===== config.mk =====
export PLATFORM = sky130hd
export DESIGN_NAME = tx_flat
export DESIGN_NICKNAME = d
export VERILOG_FILES = /design/src/rtl/tx_if.sv /design/src/rtl/tx.sv /design/src/flat_wrapper.sv
export SDC_FILE = /design/constraint.sdc
export NUM_CORES = 1
export LEC_CHECK = 0
export BUFFER_PORTS_ARGS = -buffer_cell sky130_fd_sc_hd__buf_2
export CORE_ASPECT_RATIO = 1.1
export CORE_MARGIN = 4
export CORE_UTILIZATION = 50
export DETAILED_ROUTE_END_ITERATION = 6
export GPL_TIMING_DRIVEN = 0
export PLACE_DENSITY = 0.72
export REMOVE_ABC_BUFFERS = 1
export SLEW_MARGIN = 10
export SYNTH_ARGS = -nofsm -noshare
export SYNTH_HDL_FRONTEND = slang
export SYNTH_SLANG_ARGS = --single-unit

===== constraint.sdc =====
create_clock -name i_clk -period 2.55 [get_ports i_clk]
set_clock_uncertainty 0.2 [all_clocks]
set_input_delay 0.255 -clock i_clk [delete_from_list [all_inputs] [get_ports i_clk]]
set_output_delay 0.255 -clock i_clk [all_outputs]
set_load 0.02 [all_outputs]

===== src/rtl/tx_if.sv =====
// -----------------------------------------------------------------------------
// tx_if -- host-side write interface of the UART transmitter.
//
// Signals
//   i_data  WIDTH_DATA  word to send, sampled when i_we && o_rdy
//   i_we    1           write strobe, one i_clk cycle per word
//   o_rdy   1           1 = a write is accepted this cycle
//
// Modports
//   master  host / driver side (drives i_data, i_we; reads o_rdy)
//   slave   transmitter side (reads i_data, i_we; drives o_rdy)
// -----------------------------------------------------------------------------
interface tx_if #(
    parameter int WIDTH_DATA = 8
);
    logic [WIDTH_DATA-1:0] i_data;
    logic                  i_we;
    logic                  o_rdy;

    modport master (output i_data, output i_we, input  o_rdy);
    modport slave  (input  i_data, input  i_we, output o_rdy);
endinterface


===== src/rtl/tx.sv =====
// -----------------------------------------------------------------------------
// tx -- UART transmitter, companion to the receiver.
//
// Frame: 1 start bit (0), WIDTH_DATA data bits LSB first, 1 stop bit (1).
// Bit timing comes from an external baud tick (clk_tx); only its rising edge,
// as seen in the i_clk domain, advances the frame. Each line level therefore
// lasts exactly one tick-edge-to-tick-edge interval.
//
// Parameters
//   WIDTH_DATA  data bits per frame, 1..13 (states live in a 4-bit counter:
//               data states 0..WIDTH_DATA-1 plus STOP, IDLE and START codes)
//
// Ports
//   i_clk       in   system clock
//   i_nrst      in   asynchronous active-low reset
//   clk_tx      in   baud tick from the baud generator (i_clk domain)
//   host        tx_if.slave: i_data / i_we in, o_rdy out
//   o_tx        out  serial line, registered, idle high
//   o_srst_clk  out  one-cycle sync restart request to the baud generator,
//                    raised when a write arrives in IDLE so that the start
//                    bit lasts a full bit period
//
// Build option
//   TX_BUF_EN   adds a one-word holding register in front of the shifter;
//               o_rdy then means "holding register empty" and queued words
//               follow the previous stop bit with no idle gap.
// -----------------------------------------------------------------------------
module tx #(
    parameter int WIDTH_DATA = 8
) (
    input  logic i_clk,
    input  logic i_nrst,
    input  logic clk_tx,
    tx_if.slave  host,
    output logic o_tx,
    output logic o_srst_clk
);

    typedef enum logic [3:0] {
        S_DATA_0 = 4'd0,
        S_STOP   = 4'd13,
        S_IDLE   = 4'd14,
        S_START  = 4'd15
    } state_t;

    localparam logic [3:0] DATA_LAST = 4'(WIDTH_DATA - 1);

    state_t                state, state_d;
    logic [WIDTH_DATA-1:0] shift, shift_d, shift_nx;
    logic [WIDTH_DATA:0]   shift_ext;
    logic                  clk_tx_q;
    logic                  ev_pe;
    logic                  tx_d;
    logic                  rdy;
    logic                  accept;

    // Edge, not level: a tick held high for several cycles steps once.
    assign ev_pe     = clk_tx & ~clk_tx_q;

    // Shift right with ones filling from the top (works for WIDTH_DATA = 1).
    assign shift_ext = {1'b1, shift};
    assign shift_nx  = shift_ext[WIDTH_DATA:1];

`ifdef TX_BUF_EN
    logic [WIDTH_DATA-1:0] hold_data;
    logic                  hold_full, hold_full_d;
    logic                  hold_load;

    assign rdy = ~hold_full;
`else
    assign rdy = (state == S_IDLE);
`endif

    assign host.o_rdy = rdy;
    assign accept     = host.i_we & rdy;
    // Restart the baud generator only when a frame starts from idle; a tick
    // edge in this same cycle is ignored because IDLE only looks at accept.
    assign o_srst_clk = (state == S_IDLE) & host.i_we;

    // NOTE: every signal written here gets a default first, so no path
    // through the case leaves one unassigned and no latch is inferred.
    always_comb begin
        state_d = state;
        shift_d = shift;
        tx_d    = o_tx;
`ifdef TX_BUF_EN
        hold_full_d = hold_full;
        hold_load   = 1'b0;
        if (accept && (state != S_IDLE)) begin
            hold_load   = 1'b1;
            hold_full_d = 1'b1;
        end
`endif
        case (state)
            S_IDLE: begin
                if (accept) begin
                    shift_d = host.i_data;
                    state_d = S_START;
                    tx_d    = 1'b0;
                end
            end
            S_START: begin
                if (ev_pe) begin
                    state_d = S_DATA_0;
                    tx_d    = shift[0];
                end
            end
            S_STOP: begin
                if (ev_pe) begin
`ifdef TX_BUF_EN
                    // Chain the next word straight after the stop bit, keeping
                    // the tick phase. A word arriving in this very cycle with
                    // the holding register empty is taken directly, otherwise
                    // it would be parked in a register nobody drains in IDLE.
                    if (hold_full) begin
                        shift_d     = hold_data;
                        hold_full_d = 1'b0;
                        state_d     = S_START;
                        tx_d        = 1'b0;
                    end else if (accept) begin
                        shift_d     = host.i_data;
                        hold_load   = 1'b0;
                        hold_full_d = 1'b0;
                        state_d     = S_START;
                        tx_d        = 1'b0;
                    end else begin
                        state_d = S_IDLE;
                        tx_d    = 1'b1;
                    end
`else
                    state_d = S_IDLE;
                    tx_d    = 1'b1;
`endif
                end
            end
            default: begin // data states S_DATA_0 .. DATA_LAST
                if (ev_pe) begin
                    shift_d = shift_nx;
                    if (state == DATA_LAST) begin
                        state_d = S_STOP;
                        tx_d    = 1'b1;
                    end else begin
                        state_d = state_t'(state + 4'd1);
                        tx_d    = shift_nx[0];
                    end
                end
            end
        endcase
    end

    // NOTE: state is updated with non-blocking assignments so every register
    // in this block samples the pre-edge values, independent of statement order.
    always_ff @(posedge i_clk or negedge i_nrst) begin
        if (!i_nrst) begin
            state    <= S_IDLE;
            shift    <= '1;
            o_tx     <= 1'b1;
            clk_tx_q <= 1'b0;
`ifdef TX_BUF_EN
            hold_full <= 1'b0;
`endif
        end else begin
            state    <= state_d;
            shift    <= shift_d;
            o_tx     <= tx_d;
            clk_tx_q <= clk_tx;
`ifdef TX_BUF_EN
            hold_full <= hold_full_d;
`endif
        end
    end

`ifdef TX_BUF_EN
    // NOTE: the holding data register has no reset; its content is only
    // used while hold_full is set, and hold_full itself is reset.
    always_ff @(posedge i_clk) begin
        if (hold_load) begin
            hold_data <= host.i_data;
        end
    end
`endif

endmodule


===== src/flat_wrapper.sv =====
// flat-port wrapper written by rule: the top's interface ports become plain ports
module tx_flat 
#(
    parameter int WIDTH_DATA = 8
)
  (i_clk, i_nrst, clk_tx, o_tx, o_srst_clk, host_i_data, host_i_we, host_o_rdy);
  tx_if #(.WIDTH_DATA(WIDTH_DATA)) host_i ();
  input  logic i_clk;
  input  logic i_nrst;
  input  logic clk_tx;
  output logic o_tx;
  output logic o_srst_clk;
  input wire logic [$bits(host_i.i_data)-1:0] host_i_data;
  input wire logic [$bits(host_i.i_we)-1:0] host_i_we;
  output wire logic [$bits(host_i.o_rdy)-1:0] host_o_rdy;
  assign host_i.i_data = host_i_data;
  assign host_i.i_we = host_i_we;
  assign host_o_rdy = host_i.o_rdy;
  tx #(.WIDTH_DATA(WIDTH_DATA)) u_core (.i_clk(i_clk), .i_nrst(i_nrst), .clk_tx(clk_tx), .host(host_i), .o_tx(o_tx), .o_srst_clk(o_srst_clk));
endmodule

==> results_dict.tcl <==
set metrics [dict create \
    run_status "finished, final reports clean" \
    syn_area_sq_um 871 \
    f_max_mhz 429 \
    worstPathRequired_ps 2560 \
    core_area_sq_mm 0.00161 \
    postSynthCellCount 83 \
    synth-compound-area-share 0.0905 \
    hold_class "primary input to flop" \
    floorplan.die.width_um 47.8 \
    yosys.area_share.adder 0.0431 \
    netlist_top_cells_count "sky130_fd_sc_hd__nand2_1, sky130_fd_sc_hd__dfstp_2, sky130_fd_sc_hd__mux2_4" \
    final.setup.worst_slack_ps 221 \
    final_period_minus_worst_setup_slack_ps 2330 \
    gpl.final_weighted_congestion 0.832 \
    synth_top_family_by_area "multiplexers" \
    final.period_utilization 0.913 \
    max_cap_violations 0 \
    critical_path.max_fanout 11 \
    fin_tns_setup_ps 0 \
    dpl.hpwl_mm 1.13 \
    clock_latency_at_the_later_pin_of_the_worst_skew_pair_ps 270 \
    maximum_clock_path_buffer_count 2 \
    number_of_enable_type_register_cells_in_the_synthesized_netlist 0 \
    maximum_number_of_pins_on_one_net_before_global_route_repair 15 \
    number_of_remaining_drc_errors 0 \
    critPathArrivalTime_ps 2330 \
    postLayoutCoreUtil 0.602 \
    async_flop_share 1.00 \
    area.growth.synth_to_final_pct 11.5 \
    num_rows 15 \
    die_y_um 51.8 \
    synthXorXnorAreaFrac 0 \
    max-vdd-ir-drop_mv 0.615 \
    fillCellCount 142 \
    startpoint_type "flop" \
    critical_path_buf_inv_count 1 \
    insertedDiodeCount 0 \
    nNetsFinal 115 \
    clkSlewWorstSetupHoldPaths_ps 80 \
    grt_first_pass_wirelength_mm 2.70 \
    cts_made_buffers 3 \
    whs_ps 49.6 \
    netlist.top_cell.by_area "sky130_fd_sc_hd__dfstp_2" \
    clock-root-buffer "sky130_fd_sc_hd__clkbuf_4" \
    total_die_area_sq_mm 0.00247 \
    synth_sequential_area_ratio 0.420 \
    max_slew_margin 0.678 \
    grt_antenna_before_repair 0 \
    yosys_register_bits 14 \
    yosysWarnings 0 \
    cts.htree.levels 1 \
    multiplexer_share_of_the_synthesized_area 0.194 \
    synth.top_cells.by_area "sky130_fd_sc_hd__dfstp_2, sky130_fd_sc_hd__mux2_4, sky130_fd_sc_hd__nand2_1" \
    first_global_vias 621 \
    final-max-slew-violation-count 0 \
    critical_path.max_stage_delay_ps 560 \
    fraction_of_final_layout_cells_sized_beyond_drive_strength_1 0.469 \
    design_area_sq_um 971 \
    postCtsResizedCells 0 \
    vias_per_cell 5.32 \
    timing.setup.critical_path_class "flop to flop" \
    io_buffers 14 \
    io_pins 15 \
    worstSetupEndpointType "flop" \
    detailedRoute.firstIterationViolations 5 \
    pre_cts_ws_ps 206 \
    synth_top_cell_area_share 0.362 \
    synth.distinct_cells 27 \
    postRouteAntennaNets 0 \
    crit_path_cell_trace "ha_1, nand3_4, inv_2, nand2_2, a32oi_4, mux2_4" \
    grt_setup_unrepaired "no" \
    grt_overflow_total 0 \
    cp_top_family "flip-flops" \
    firstDrtPassIters 2 \
    initial_core_util 0.540 \
    globalRouteTotalUtil 0.155 \
    routed-via-count 612 \
    syn_area_per_cell_sq_um 10.5 \
    tritoncts_num_sinks 14 \
    drt_wl_total_mm 1.52 \
    power_per_cell_area_mw_per_mm2 1250 \
    timing_hold_violations_final 0 \
    transition_time_at_the_pin_with_the_least_slew_margin_ps 483 \
    report.final.setup_viol 0 \
    synthSimpleGateAreaFrac 0.193 \
    route.detailed.wl_per_inst_um 13.2 \
    cell_type_of_the_slowest_stage_on_the_worst_timing_path "sky130_fd_sc_hd__dfstp_2" \
    tritoncts "yes" \
    leakagePower_nw 0.477 \
    synth.most_common_cell "sky130_fd_sc_hd__nand2_1" \
    synth_ff_type "sky130_fd_sc_hd__dfstp_2" \
    placement.cell_area_sq_um 928 \
]
==> cell usage in the layout (no fill, tap or decap), types with 2 or more instances in the layout <==
cell                            count
sky130_fd_sc_hd__mux2_2             3
sky130_fd_sc_hd__inv_1              4
sky130_fd_sc_hd__dfstp_2           12
sky130_fd_sc_hd__mux2i_1            3
sky130_fd_sc_hd__nor3_1             2
sky130_fd_sc_hd__nand2_1           23
sky130_fd_sc_hd__mux2_4             7
sky130_fd_sc_hd__ha_1               3
sky130_fd_sc_hd__dfrtp_1            2
sky130_fd_sc_hd__nor2_1             4
sky130_fd_sc_hd__clkbuf_4           3
sky130_fd_sc_hd__buf_2             14
sky130_fd_sc_hd__a21oi_1            3
sky130_fd_sc_hd__dlygate4sd3_1      2
==> worst min-delay path, delay by kind of cell <==
kind	cells	cell delay, ps
buf+inv	1	90
mux	1	80
simple gates	1	90
==> final timing paths <==
path | slack (ps) | depth (start not counted) | from | end
max in group asynchronous | 1670 | 2 | i_nrst | u_core.state[3]
worst max register to register | 220 | 6 | u_core.state[1] | u_core.shift[4]
worst min register to register | 290 | 2 | u_core.shift[7] | u_core.shift[7]
worst min-delay path | 50 | 3 | host_i_data[7] | u_core.shift[7]
worst max-delay path | 220 | 6 | u_core.state[1] | u_core.shift[4]
min in group asynchronous | 190 | 2 | i_nrst | u_core.state[0]
==> metal layers <==
metal,track usage,vias up,share of wire
li1,-,307,-
met1,0.199,287,0.44
met2,0.242,12,0.49
met3,0.0242,6,0.042
met4,0.0807,0,0.026
met5,0,-,0
==> per-stage QoR <==
| stage | std cells | power (mW) |
|---|---|---|
| 2_1_floorplan | 79 | 0.969 |
| 3_5_place_dp | 110 | 1.10 |
| 3_3_place_gp | 110 | 1.07 |
| 4_1_cts | 115 | 1.22 |
| 6_report | 115 | 1.21 |
| 5_1_grt | 115 | 1.33 |
==> area by class of cell <==
class / instances / area (sq um) / share of cell area
multi-input combinational: 60 / 453 / 0.466
inverter: 5 / 18.8 / 0.0193
timing repair buffer: 16 / 90.1 / 0.0928
sequential: 14 / 365 / 0.376
clock buffer: 3 / 22.5 / 0.0232
tap: 17 / 21.3 / 0.0219
==> report_power, final <==
group,internal (mW),leakage (nW),switching [mW]
Sequential,0.382,0.149,0.102
Clock,0.0547,0.0138,0.0676
Combinational,0.312,0.314,0.292
Total,0.749,0.477,0.462
==> cells by family after synthesis <==
logic type | count (synthesis)
buffers and inverters | 9
DFF | 14
and+or+nand+nor | 35
adders and majority gates | 3
muxes | 13
AOI/OAI and AO/OA | 9
==> registers in the layout (all words and copies together) (netlist names) <==
signal           flops
u_core.o_tx          1
u_core.clk_tx_q      1
u_core.shift         8
u_core.state         4
==> what timing repair did <==
item                                   in CTS  in global routing
hold buffers                                2                  0
setup buffers                               0                  0
endpoints found under the hold margin      15                  0
setup endpoints to repair                   0                  0
No activity file was read; power rests on OpenSTA's default activity.
